<file path="config.mk">
export PLATFORM = sky130hd
export DESIGN_NAME = hamming_sec_ded_dec16_flat
export DESIGN_NICKNAME = d
export VERILOG_FILES = /design/src/rtl/hamming_sec_ded_dec16_pkg.sv /design/src/rtl/hamming_sec_ded_dec16_if.sv /design/src/rtl/hamming_sec_ded_dec16_syndrome.sv /design/src/rtl/hamming_sec_ded_dec16.sv /design/src/flat_wrapper.sv
export SDC_FILE = /design/constraint.sdc
export NUM_CORES = 1
export LEC_CHECK = 0
export BUFFER_PORTS_ARGS = -buffer_cell sky130_fd_sc_hd__buf_2
export CAP_MARGIN = 20
export CORE_UTILIZATION = 56
export CTS_BUF_LIST = sky130_fd_sc_hd__clkbuf_8
export DETAILED_ROUTE_END_ITERATION = 8
export GPL_ROUTABILITY_DRIVEN = 0
export GPL_TIMING_DRIVEN = 0
export PLACE_DENSITY = 0.82
export SYNTH_ARGS = -nofsm -noshare
export SYNTH_HDL_FRONTEND = slang
export SYNTH_HIERARCHICAL = 1
export SYNTH_SLANG_ARGS = --single-unit
</file>
<file path="constraint.sdc">
create_clock -name clk -period 2.5 [get_ports clk]
set_clock_uncertainty 0.1 [all_clocks]
set_input_delay 0.5 -clock clk [delete_from_list [all_inputs] [get_ports clk]]
set_output_delay 0.5 -clock clk [all_outputs]
set_load 0.01 [all_outputs]
</file>
<file path="src/rtl/hamming_sec_ded_dec16_pkg.sv">
// hamming16_pkg: code layout, parity helper and error classes for the 16-bit SEC-DED code
package hamming16_pkg;
  localparam int DATA_W = 16;
  localparam int HCHK_W = 5;
  localparam int CW_LAST = 21;
  localparam logic [4:0] DATA_POS [DATA_W] = '{5'd3, 5'd5, 5'd6, 5'd7, 5'd9, 5'd10, 5'd11, 5'd12,
                                               5'd13, 5'd14, 5'd15, 5'd17, 5'd18, 5'd19, 5'd20, 5'd21};
  // bit j of CHK_MASK[i] is set when DATA_POS[j] has bit i set
  localparam logic [DATA_W-1:0] CHK_MASK [HCHK_W] = '{16'hAD5B, 16'h366D, 16'hC78E, 16'h07F0, 16'hF800};
  typedef enum logic [1:0] {CLEAN, SEC, DED} err_class_t;
  function automatic logic [HCHK_W-1:0] hamming_parity(input logic [DATA_W-1:0] d);
    logic [HCHK_W-1:0] p;
    for (int i = 0; i < HCHK_W; i++) p[i] = ^(d & CHK_MASK[i]);
    return p;
  endfunction
endpackage

</file>
<file path="src/rtl/hamming_sec_ded_dec16_if.sv">
// hamming_sec_ded_dec16_if: word-in / word-out valid-ready bundle of the SEC-DED decoder
interface hamming_sec_ded_dec16_if;
  import hamming16_pkg::*;
  logic in_valid;
  logic in_ready;
  logic [DATA_W-1:0] data_in;
  logic [HCHK_W:0] chk_in;
  logic out_valid;
  logic out_ready;
  logic [DATA_W-1:0] data_out;
  logic [HCHK_W-1:0] syndrome;
  logic sec_err;
  logic ded_err;
  modport master (output in_valid, data_in, chk_in, out_ready,
                  input in_ready, out_valid, data_out, syndrome, sec_err, ded_err);
  modport slave (input in_valid, data_in, chk_in, out_ready,
                 output in_ready, out_valid, data_out, syndrome, sec_err, ded_err);
endinterface

</file>
<file path="src/rtl/hamming_sec_ded_dec16_syndrome.sv">
// hamming_syndrome16: syndrome and overall mismatch of a received word; HAMMING_DED_EN enables the overall parity check
module hamming_syndrome16
  import hamming16_pkg::*;
(
  input  logic [DATA_W-1:0] data_i,
  input  logic [HCHK_W:0]   chk_i,
  output logic [HCHK_W-1:0] syn_o,
  output logic              pm_o
);
  assign syn_o = chk_i[HCHK_W-1:0] ^ hamming_parity(data_i);
`ifdef HAMMING_DED_EN
  assign pm_o = ^{chk_i, data_i};
`else
  // without the overall bit every nonzero syndrome is taken as a single error
  logic unused_par;
  assign unused_par = chk_i[HCHK_W];
  assign pm_o = |syn_o;
`endif
endmodule

</file>
<file path="src/rtl/hamming_sec_ded_dec16.sv">
// hamming_sec_ded_dec16: 2-stage SEC-DED decoder with saturating stats; HAMMING_DED_EN selects full DED vs SEC-only
module hamming_sec_ded_dec16
  import hamming16_pkg::*;
#(
  parameter int CNT_W = 8
) (
  input  logic                  clk,
  input  logic                  rst,
  hamming_sec_ded_dec16_if.slave bus,
  input  logic                  cnt_clr,
  output logic [CNT_W-1:0]      sec_cnt,
  output logic [CNT_W-1:0]      ded_cnt
);
  logic s1_valid_q, s1_valid_d, s1_pm_q, s1_pm_d, pm;
  logic [DATA_W-1:0] s1_data_q, s1_data_d, fix, data_out_q, data_out_d;
  logic [HCHK_W-1:0] s1_syn_q, s1_syn_d, syn, syn_q, syn_d;
  logic out_valid_q, out_valid_d, sec_q, sec_d, ded_q, ded_d;
  logic s1_adv, in_fire, out_fire, ld2;
  logic [CNT_W-1:0] sec_cnt_q, sec_cnt_d, ded_cnt_q, ded_cnt_d;
  err_class_t cls;

  hamming_syndrome16 u_syn (.data_i(bus.data_in), .chk_i(bus.chk_in), .syn_o(syn), .pm_o(pm));

  assign s1_adv = !out_valid_q || bus.out_ready;
  assign bus.in_ready = !s1_valid_q || s1_adv;
  assign in_fire = bus.in_valid && bus.in_ready;
  assign out_fire = out_valid_q && bus.out_ready;
  assign ld2 = s1_adv && s1_valid_q;
  assign cls = (s1_syn_q == '0 && !s1_pm_q) ? CLEAN :
               (s1_pm_q && s1_syn_q <= HCHK_W'(CW_LAST)) ? SEC : DED;

  // syndromes naming a check-bit position match no data bit and leave data alone
  for (genvar j = 0; j < DATA_W; j++) begin : g_fix
    assign fix[j] = (cls == SEC) && (s1_syn_q == DATA_POS[j]);
  end

  always_comb begin
    s1_valid_d = bus.in_ready ? bus.in_valid : s1_valid_q;
    s1_data_d = in_fire ? bus.data_in : s1_data_q;
    s1_syn_d = in_fire ? syn : s1_syn_q;
    s1_pm_d = in_fire ? pm : s1_pm_q;
    out_valid_d = s1_adv ? s1_valid_q : out_valid_q;
    data_out_d = ld2 ? s1_data_q ^ fix : data_out_q;
    syn_d = ld2 ? s1_syn_q : syn_q;
    sec_d = ld2 ? cls == SEC : sec_q;
    ded_d = ld2 ? cls == DED : ded_q;
    sec_cnt_d = cnt_clr ? '0 : (out_fire && sec_q && !(&sec_cnt_q)) ? sec_cnt_q + CNT_W'(1) : sec_cnt_q;
    ded_cnt_d = cnt_clr ? '0 : (out_fire && ded_q && !(&ded_cnt_q)) ? ded_cnt_q + CNT_W'(1) : ded_cnt_q;
  end

  always_ff @(posedge clk) begin
    if (rst) begin
      s1_valid_q <= 1'b0;
      s1_data_q <= '0;
      s1_syn_q <= '0;
      s1_pm_q <= 1'b0;
      out_valid_q <= 1'b0;
      data_out_q <= '0;
      syn_q <= '0;
      sec_q <= 1'b0;
      ded_q <= 1'b0;
      sec_cnt_q <= '0;
      ded_cnt_q <= '0;
    end else begin
      s1_valid_q <= s1_valid_d;
      s1_data_q <= s1_data_d;
      s1_syn_q <= s1_syn_d;
      s1_pm_q <= s1_pm_d;
      out_valid_q <= out_valid_d;
      data_out_q <= data_out_d;
      syn_q <= syn_d;
      sec_q <= sec_d;
      ded_q <= ded_d;
      sec_cnt_q <= sec_cnt_d;
      ded_cnt_q <= ded_cnt_d;
    end
  end

  assign bus.out_valid = out_valid_q;
  assign bus.data_out = data_out_q;
  assign bus.syndrome = syn_q;
  assign bus.sec_err = sec_q;
  assign bus.ded_err = ded_q;
  assign sec_cnt = sec_cnt_q;
  assign ded_cnt = ded_cnt_q;
endmodule

</file>
<file path="src/flat_wrapper.sv">
// flat-port wrapper written by rule: the top's interface ports become plain ports
module hamming_sec_ded_dec16_flat import hamming16_pkg::*;
#(
  parameter int CNT_W = 8
)
  (clk, rst, cnt_clr, sec_cnt, ded_cnt, bus_in_valid, bus_data_in, bus_chk_in, bus_out_ready, bus_in_ready, bus_out_valid, bus_data_out, bus_syndrome, bus_sec_err, bus_ded_err);
  hamming_sec_ded_dec16_if bus_i ();
  input  logic clk;
  input  logic rst;
  input  logic cnt_clr;
  output logic [CNT_W-1:0] sec_cnt;
  output logic [CNT_W-1:0] ded_cnt;
  input wire logic [$bits(bus_i.in_valid)-1:0] bus_in_valid;
  input wire logic [$bits(bus_i.data_in)-1:0] bus_data_in;
  input wire logic [$bits(bus_i.chk_in)-1:0] bus_chk_in;
  input wire logic [$bits(bus_i.out_ready)-1:0] bus_out_ready;
  output wire logic [$bits(bus_i.in_ready)-1:0] bus_in_ready;
  output wire logic [$bits(bus_i.out_valid)-1:0] bus_out_valid;
  output wire logic [$bits(bus_i.data_out)-1:0] bus_data_out;
  output wire logic [$bits(bus_i.syndrome)-1:0] bus_syndrome;
  output wire logic [$bits(bus_i.sec_err)-1:0] bus_sec_err;
  output wire logic [$bits(bus_i.ded_err)-1:0] bus_ded_err;
  assign bus_i.in_valid = bus_in_valid;
  assign bus_i.data_in = bus_data_in;
  assign bus_i.chk_in = bus_chk_in;
  assign bus_i.out_ready = bus_out_ready;
  assign bus_in_ready = bus_i.in_ready;
  assign bus_out_valid = bus_i.out_valid;
  assign bus_data_out = bus_i.data_out;
  assign bus_syndrome = bus_i.syndrome;
  assign bus_sec_err = bus_i.sec_err;
  assign bus_ded_err = bus_i.ded_err;
  hamming_sec_ded_dec16 #(.CNT_W(CNT_W)) u_core (.clk(clk), .rst(rst), .bus(bus_i), .cnt_clr(cnt_clr), .sec_cnt(sec_cnt), .ded_cnt(ded_cnt));
endmodule
</file>
======== Word level (Yosys, flattened, before mapping) ========
Index checks and enable logic that the tools add are counted.
cells by class
  add/sub/neg operators ................... 2
  multiply operators ...................... 0
  div/mod/pow operators ................... 0
  order comparisons ....................... 1
  equal/unequal tests ..................... 18
  shift operators ......................... 0
  muxes and demuxes ....................... 2
  bitwise logic cells ..................... 2
  reduce and logical (&&, ||, !) cells .... 42
operator list
  operator             number
  $reduce_xor 16->1    5
  $eq 5x4->1 const B   7
  $eq 5x5->1 const B   5
  $logic_and 1x1->1    25
  $add 8x1->8 const B  2
  $reduce_and 8->1     2
  $xor 16x16->16       1
  $eq 5x3->1 const B   3
  $eq 5x2->1 const B   1
  $le 5x5->1 const B   1
  $logic_not 1->1      5
  $logic_not 5->1      1
  $reduce_or 5->1      1
  $xor 5x5->5          1
  $mux 2               2
  $eq 2x1->1 const B   1
  $eq 2x2->1 const B   1
  $logic_or 1x1->1     2
  $reduce_or 2->1      1
storage, ports and cells
  register bits after elaboration ......... 63
  bits in latches ......................... 0
  bits in writable memories ............... 0
  bits in read-only memories .............. 0
  bits of input ports ..................... 27
  output and inout port bits .............. 41
  word-level logic and storage cells ...... 78
  memories kept ........................... 0

======== Logic depth before layout (Yosys ltp) ========
Gate-level depths: netlist (run 1).
  word-level depth ........................ 7
  gate-level depth with buffers ........... 7
  mapped depth without buffers ............ 7

======== Modules after synthesis ========
Netlist (run 1), hierarchy kept.
by module, submodules not included
  module                 times used  cells an instance  area an instance (µm²)  sequential area each (µm²)
  hamming_sec_ded_dec16  1           325                2,697.6                 1,261.2
  hamming_syndrome16     1           32                 321.6                   0.0

======== Worst setup path before layout (run 1) ========
Ideal clock, no wire load.
  kind .................................... input to register
  from .................................... input bus_data_in[10]
  to ...................................... register u_core.s1_pm_q
  setup time .............................. 0.132 ns
  arrival time ............................ 1.924 ns
  required time ........................... 2.268 ns
  slack ................................... 0.344 ns
  stages .................................. 7
  path buffers ............................ 0
  cells stage by stage .................... xor2_1 > xnor2_1 > xnor3_2 > nor2_1 > or4b_1 > nand2_1 > a21oi_1
between the ends
  word-level cells in the longest chain between the ends .. 3
  elaborated cells between the ends (all ways) .. 6
  those cells by class .................... 1 x bitwise; 5 x reduce/logical
ends and longest elaborated chain
  what                     line                                  source
  start: declaration       flat_wrapper.sv:14                    input wire logic [$bits(bus_i.data_in)-1:0] bus_data_in;
  $reduce_xor 16->1        hamming_sec_ded_dec16_pkg.sv:13       for (int i = 0; i < HCHK_W; i++) p[i] = ^(d & CHK_MASK[i]);
  $xor 5x5->5              hamming_sec_ded_dec16_syndrome.sv:10  assign syn_o = chk_i[HCHK_W-1:0] ^ hamming_parity(data_i);
  named net u_core.syn[2]  hamming_sec_ded_dec16.sv:16           logic [HCHK_W-1:0] s1_syn_q, s1_syn_d, syn, syn_q, syn_d;
  $reduce_or 5->1          hamming_sec_ded_dec16_syndrome.sv:17  assign pm_o = |syn_o;
  named net u_core.pm      hamming_sec_ded_dec16.sv:14           logic s1_valid_q, s1_valid_d, s1_pm_q, s1_pm_d, pm;
  end signal: assignment   hamming_sec_ded_dec16.sv:68           s1_pm_q <= s1_pm_d;
  end: declaration         hamming_sec_ded_dec16.sv:14
The timed path passes the listed nets, and every way through them passes these cells.
A chain may end at the register's enable or synchronous reset.

======== Final worst setup path (run 1) ========
Same ends and word-level chain as after synthesis.

==> results.md, run 1 <==
* Routed vias/inst at 5.42
* Post-Syn Nets at 386
* DP HPWL at 5100 um
* Drt first-iter violations at 200
* Final Hold Vio Count at 0
* First-pass detailed-route iteration total at 5
* WL/cell at roughly 13 um
* Arrival time at the worst endpoint at 2.29 ns
* Fmax at 0.459 GHz
* Worst Setup EP: u_core/s1_pm_q
* Max clock buf depth at 2
* Worst path top cell family by delay: XOR/XNOR gates
* Synth Register Bits at 63
* Starting density of the core at 58.7%
* Setup Viol. Count Final at 0
* Largest net degree at the start of global routing at 11
* Die width at around 75 um
* Via count at 2751
* # Post-CTS Setup Buffers at 0
* Synth warn at 6
* Clk sinks at 63
* Worst path slowest cell: xnor3_2
* Seq/Total Area, Yosys at about two fifths
* Ratio of cells with drive above 1 in the final layout at around a fifth
* R2r startpoint: u_core/sec_cnt[0]
* Leading area contributor after synthesis: dfxtp_1
* Antenna violations before repair at 0
* Synth unique cells at 41
* First-pass GRT wire length at 10900 um
* Ys async rst share at 0%
* Startpoint type of the worst setup path: input pin
* Post-route non-filler standard cell count at a little over 500
* VDD IR max at 0.292 mV
* Worst-path fanout max at 3
* Leakage power at 1.48 nW
* P&R area growth vs syn at 19.1%
* Chip height at between 70 and 80 um
* WP data required at 2.61 ns
* Cell count along the critical path at 8
* Slew HR at 61.5%
* Worst path cell trace: buf_2, xor2_1, xnor2_1, xnor3_2, nor2_1, or4b_1, nand2_1, a21oi_1
* PD cells at 627 nW/um2
* Drc violations at 0
* # Max-Cap Violations at 0
* Hold slack at 0.324 ns
* Post-synth EDFFs at 0
* FF-to-FF path depth at 6
* End-of-flow core utilization at 69.9%
* Capturing point of the worst reg2reg path: u_core/sec_cnt[5]
* Crit-path max cell delay at 0.49 ns
* ANT nets after route at 0
* RSZ-0062 raised after global routing: no
* Synth Area per Inst at 8.46 um2
* R2r setup slk at 0.61 ns
* Vias in the first global route at 2377
* Num rows at 26
* Worst Path Buf+Inv at 1
* Nets at between 400 and 500
* Gr usage total at 25.9%
* Placed insts at 493
* H-Tree Depth at 3
* Synth area leaders: dfxtp_1, nand2_1, xnor2_1
* Post-synth top area share at around two fifths
* CTS resizes at 0
* Post-CTS Hold Buffers at 0
* Worst skew pair latency at 0.34 ns
* Mapped cell area at 3020 um2
* Final period util at roughly 87%
* Worst hold path class: input pin to flop
* Top Ports at 68
* Status: finished clean
* Ant diodes at 0
* Setup CP Type: input pin to flop
* CTS tree: built
* Port buffer count at 66
* GR peak layer: met2
* Total CTS buffers at 9
* Met2 usage at between 30% and 40%
* Critical path capture point type: flop
* Final min period at 2.18 ns
* Total core area at 5140 um2
* Clock slew at reported path FFs at ~0.060 ns
* Drt total wl at 6750 um
* Measured slew at the worst slew-check pin at 0.571 ns
* Mapped Cells at 357
* Synth Flop Type: dfxtp_1
* DIE AREA at approximately 5700 um2
* Crit path from: bus_data_in[10]
* GRT met1 Usage at 35.8%
* Slew Limit Fails at 0
* CTS root buffer: clkbuf_8
* Grt met3 use at roughly 5%
* Grt total ovfl at 0
-- per-layer routing --
layer / share of wire, % / vias up
met5: 0 / -
met4: 1.9 / 0
met3: 4.6 / 14
met2: 46 / 76
met1: 48 / 1278
li1: - / 1383
-- state kept, by name, indices dropped and copies added, names as in the netlist, 5 cells and up --
name / cells
u_core/bus.data_out: 16
u_core/ded_cnt: 8
u_core/s1_data_q: 16
u_core/s1_syn_q: 5
u_core/bus.syndrome: 5
u_core/sec_cnt: 8
-- power by group --
part,switching [mW],internal [mW]
logic,0.246,0.192
registers,0.0351,1.06
clock network,0.357,0.365
-- synthesized netlist by cell type, types with 2 or more instances --
cell type and n:
clkbuf_1 13, a21oi_1 34, ha_1 2, nand2b_1 2
buf_1 3, and4bb_2 2, nand3_1 8, xnor2_2 2
nand4_1 5, xnor2_1 28, nand4b_1 2, xor2_1 20
mux2i_1 3, buf_2 5, or3_1 2, a211oi_1 18
a21o_1 2, o31ai_1 2, inv_1 3, nand2_1 67
nor2_1 33, o21ai_0 3, and3_1 3, nor4_1 2
o211ai_1 5, nor2b_1 5, dfxtp_1 63, xnor3_2 2
nor3_1 3, or4_1 4
-- placed cells by master (no fill, tap or decap), types with 3 or more instances in the layout --
cell | netlist | layout
a211oi_1 | 18 | 18
a21oi_1 | 34 | 34
and3_1 | 3 | 3
buf_1 | 3 | 3
buf_2 | 5 | 71
clkbuf_1 | 13 | 13
clkbuf_8 | 0 | 10
dfxtp_1 | 63 | 63
inv_1 | 3 | 7
mux2i_1 | 3 | 3
nand2_1 | 67 | 67
nand3_1 | 8 | 8
nand4_1 | 5 | 5
nor2_1 | 33 | 33
nor2b_1 | 5 | 5
nor3_1 | 3 | 3
o211ai_1 | 5 | 5
o21ai_0 | 3 | 3
or4_1 | 4 | 4
xnor2_1 | 28 | 28
xor2_1 | 20 | 20
-- kinds of logic (layout without fill, tap and decap cells) --
family,after synthesis,in the layout,share of synthesized area [%]
simple gates,145,145,22.6
compound gates,67,67,13.7
flops,63,63,41.8
xor+xnor,52,52,16.6
buf+inv,25,106,3.56
mux,3,3,0.995
fa+ha+maj,2,2,0.829
-- how the worst min path moves through the flow --
stage,startpoint,end,depth (start not counted)
final,bus_data_in[11],u_core/s1_data_q[11],3
after global routing,bus_data_in[14],u_core/s1_data_q[14],3
after CTS,bus_data_in[11],u_core/s1_data_q[11],3
after detailed placement,u_core/bus.syndrome[2],u_core/bus.syndrome[2],2
after global placement,u_core/bus.syndrome[1],u_core/bus.syndrome[1],2
after floorplan,u_core/s1_data_q[0],u_core/s1_data_q[0],2
-- metrics by stage --
stage	TNS (ns)	cell area [um2]	setup WS [ns]	power [mW]
floorplan	0	3020	0.344	1.42
global placement	0	3440	0.0541	1.54
detailed placement	-0.0125	3440	-0.0125	1.55
CTS	0	3590	0.319	2.26
global route	0	3590	0.270	2.37
finish	0	3590	0.320	2.26
-- area by class of cell --
type                    instances  area (um2)
plain buffers                  22        96.3
clock inverters                 5        20.0
clock buffers                  10         138
fillers                       450        1550
repair buffers                 66         330
multi-input cells             269        1650
well taps                      70        87.6
inverters                       3        11.3
flip-flops and latches         63        1260
-- tightest hold or removal path, cell delays in order --
cell     delay [ns]
buf_2          0.11
nand2_1        0.05
a21oi_1        0.05
No activity file was read; power rests on OpenSTA's default activity.
==> run 2: changes to the inputs <==
--- a/config.mk
+++ b/config.mk
@@ -5,7 +5,7 @@
 export SDC_FILE = /design/constraint.sdc
 export NUM_CORES = 1
 export LEC_CHECK = 0
-export BUFFER_PORTS_ARGS = -buffer_cell sky130_fd_sc_hd__buf_2
+export BUFFER_PORTS_ARGS = -buffer_cell sky130_fd_sc_hd__clkbuf_2
 export CAP_MARGIN = 20
 export CORE_UTILIZATION = 56
 export CTS_BUF_LIST = sky130_fd_sc_hd__clkbuf_8
==> run 2 against run 1 <==
Clock power is 21% higher. Die area stayed put. Utilization is 0.75 points higher. Critical path type unchanged. Clock-buffer cell count is 1 higher. Power is 7.1% higher. Register-to-register slack hardly changed. Fmax is 0.65% lower. Global-route usage is 0.64 points higher.
==> results.md, run 2 (synthesized netlist as in run 1, its figures left out) <==
* Worst hold path class: input pin to flop
* Top Ports at 68
* CTS resizes at 0
* Antenna violations before repair at 0
* Seq pwr share at 45.4%
* Clk network pwr share at a little over a third
* Power Total at 2.42 mW
* Startpoint type of the worst setup path: input pin
* Total CTS buffers at 9
* Drt total wl at 7000 um
* Gr usage total at 26.5%
* Leakage power at approximately 1.5 nW
* Chip height at 75.4 um
* Final min period at 2.19 ns
* Worst-path fanout max at 3
* P&R area growth vs syn at 20.3%
* Via count at 2756
* Fillers at 456
* Arrival time at the worst endpoint at roughly 2.3 ns
* Final period util at between 80 and 90%
* Hold path depth at 3
* R2r startpoint: u_core/sec_cnt[0]
* Num rows at 26
* Nets at 463
* Post-route non-filler standard cell count at 508
* Drc violations at 0
* Setup Slack @ Placement at -0.0153 ns
* Placed insts at about 500
* Combinational power share at 18.3%
* Clock slew at reported path FFs at 0.07 ns
* Drt first-iter violations at 212
* Routed vias/inst at 5.43
* Status: finished clean
* ANT nets after route at 0
* # Max-Cap Violations at 0
* RSZ-0062 raised after global routing: no
* Capturing point of the worst reg2reg path: u_core/sec_cnt[5]
* First-pass GRT wire length at around 11000 um
* DIE AREA at 5690 um2
* Max clock buf depth at 2
* Switching Share at a little over a quarter
* Largest net degree at the start of global routing at 11
* Commonest non-fill, non-tap cell in the layout: nand2_1
* Critical path capture point type: flop
* Highest-count cells in the layout ignoring fill and taps: nand2_1, clkbuf_2, dfxtp_1, a21oi_1, nor2_1
* WL/cell at approximately 14 um
* VDD IR max at 0.367 mV
* Vias in the first global route at 2498
* Starting density of the core at 58.7%
* Hold EP: u_core/s1_data_q[14]
* Min-delay src: bus_data_in[14]
* Slew Limit Fails at 0
* Die width at between 70 and 80 um
* Setup CP Type: input pin to flop
* R2r setup slk at approximately 0.60 ns
* H-Tree Depth at 3
* Fmax at 0.456 GHz
* Worst skew pair latency at 0.34 ns
* End-of-flow core utilization at 70.7%
* Setup Viol. Count Final at 0
* Ratio of cells with drive above 1 in the final layout at between 20% and 30%
* Clk sinks at 63
* Switching power at about 0.66 mW
* FF-to-FF path depth at 6
* Ant diodes at 0
* Post-CTS Hold Buffers at 0
* First-pass detailed-route iteration total at 4
* Measured slew at the worst slew-check pin at 0.560 ns
* CTS tree: built
* CTS root buffer: clkbuf_8
* DP HPWL at 5230 um
* TNS Setup at 0 ns
* Internal Pwr Total at 1.76 mW
* # Post-CTS Setup Buffers at 0
* Port buffer count at 66
* Final worst slack at 0.306 ns
* WP data required at ~2.6 ns
* Final Hold Vio Count at 0
* PD cells at 665 nW/um2
* Slew HR at 62.3%
* Total core area at 5140 um2
* Grt total ovfl at 0
## run 2: worst max-delay path, stage by stage
cell and delay (ns):
clkbuf_2 0.13, xor2_1 0.19, xnor2_1 0.29, xnor3_2 0.49
nor2_1 0.10, or4b_1 0.44, nand2_1 0.09, a21oi_1 0.08
## run 2: per-layer routing
metal  track usage [%]  vias up  routed length [um]
met5                 0        -                   0
met4              13.2        0                 123
met3              4.63       12                 312
met2              42.6       72                3310
met1              34.6     1295                3250
li1                  -     1377                   -
## run 2: per-stage QoR
stage	hold slack [ns]	instance area [um2]
floorplan	0.348	3020
global placement	0.350	3440
detailed placement	0.355	3440
CTS	0.301	3630
global route	0.318	3630
finish	0.308	3630
## run 2: area by class of cell
| type | instances | area [um2] | area share [%] |
|---|---|---|---|
| Sequential cell | 63 | 1260 | 34.7 |
| Inverter | 3 | 11.3 | 0.310 |
| Buffer | 22 | 96.3 | 2.65 |
| Clock inverter | 4 | 45.0 | 1.24 |
| Multi-Input combinational cell | 269 | 1650 | 45.4 |
| Timing Repair Buffer | 66 | 330 | 9.09 |
| Clock buffer | 11 | 151 | 4.17 |
| Tap cell | 70 | 87.6 | 2.41 |
## run 2: how the worst max path moves through the flow
stage                         start              to  cells past startpoint
detailed placement  bus_data_in[10]  u_core/s1_pm_q                      8
global route        bus_data_in[10]  u_core/s1_pm_q                      8
finish              bus_data_in[10]  u_core/s1_pm_q                      8
global placement    bus_data_in[10]  u_core/s1_pm_q                      8
CTS                 bus_data_in[10]  u_core/s1_pm_q                      8
floorplan           bus_data_in[10]  u_core/s1_pm_q                      7
## run 2: power by group through the flow
stage	Sequential, mW	Clock, mW	Combinational, mW
after global placement	1.12	0	0.424
after global routing	1.10	0.925	0.486
after detailed placement	1.12	0	0.435
final	1.10	0.876	0.443
after floorplan	1.12	0	0.301
after CTS	1.10	0.886	0.438
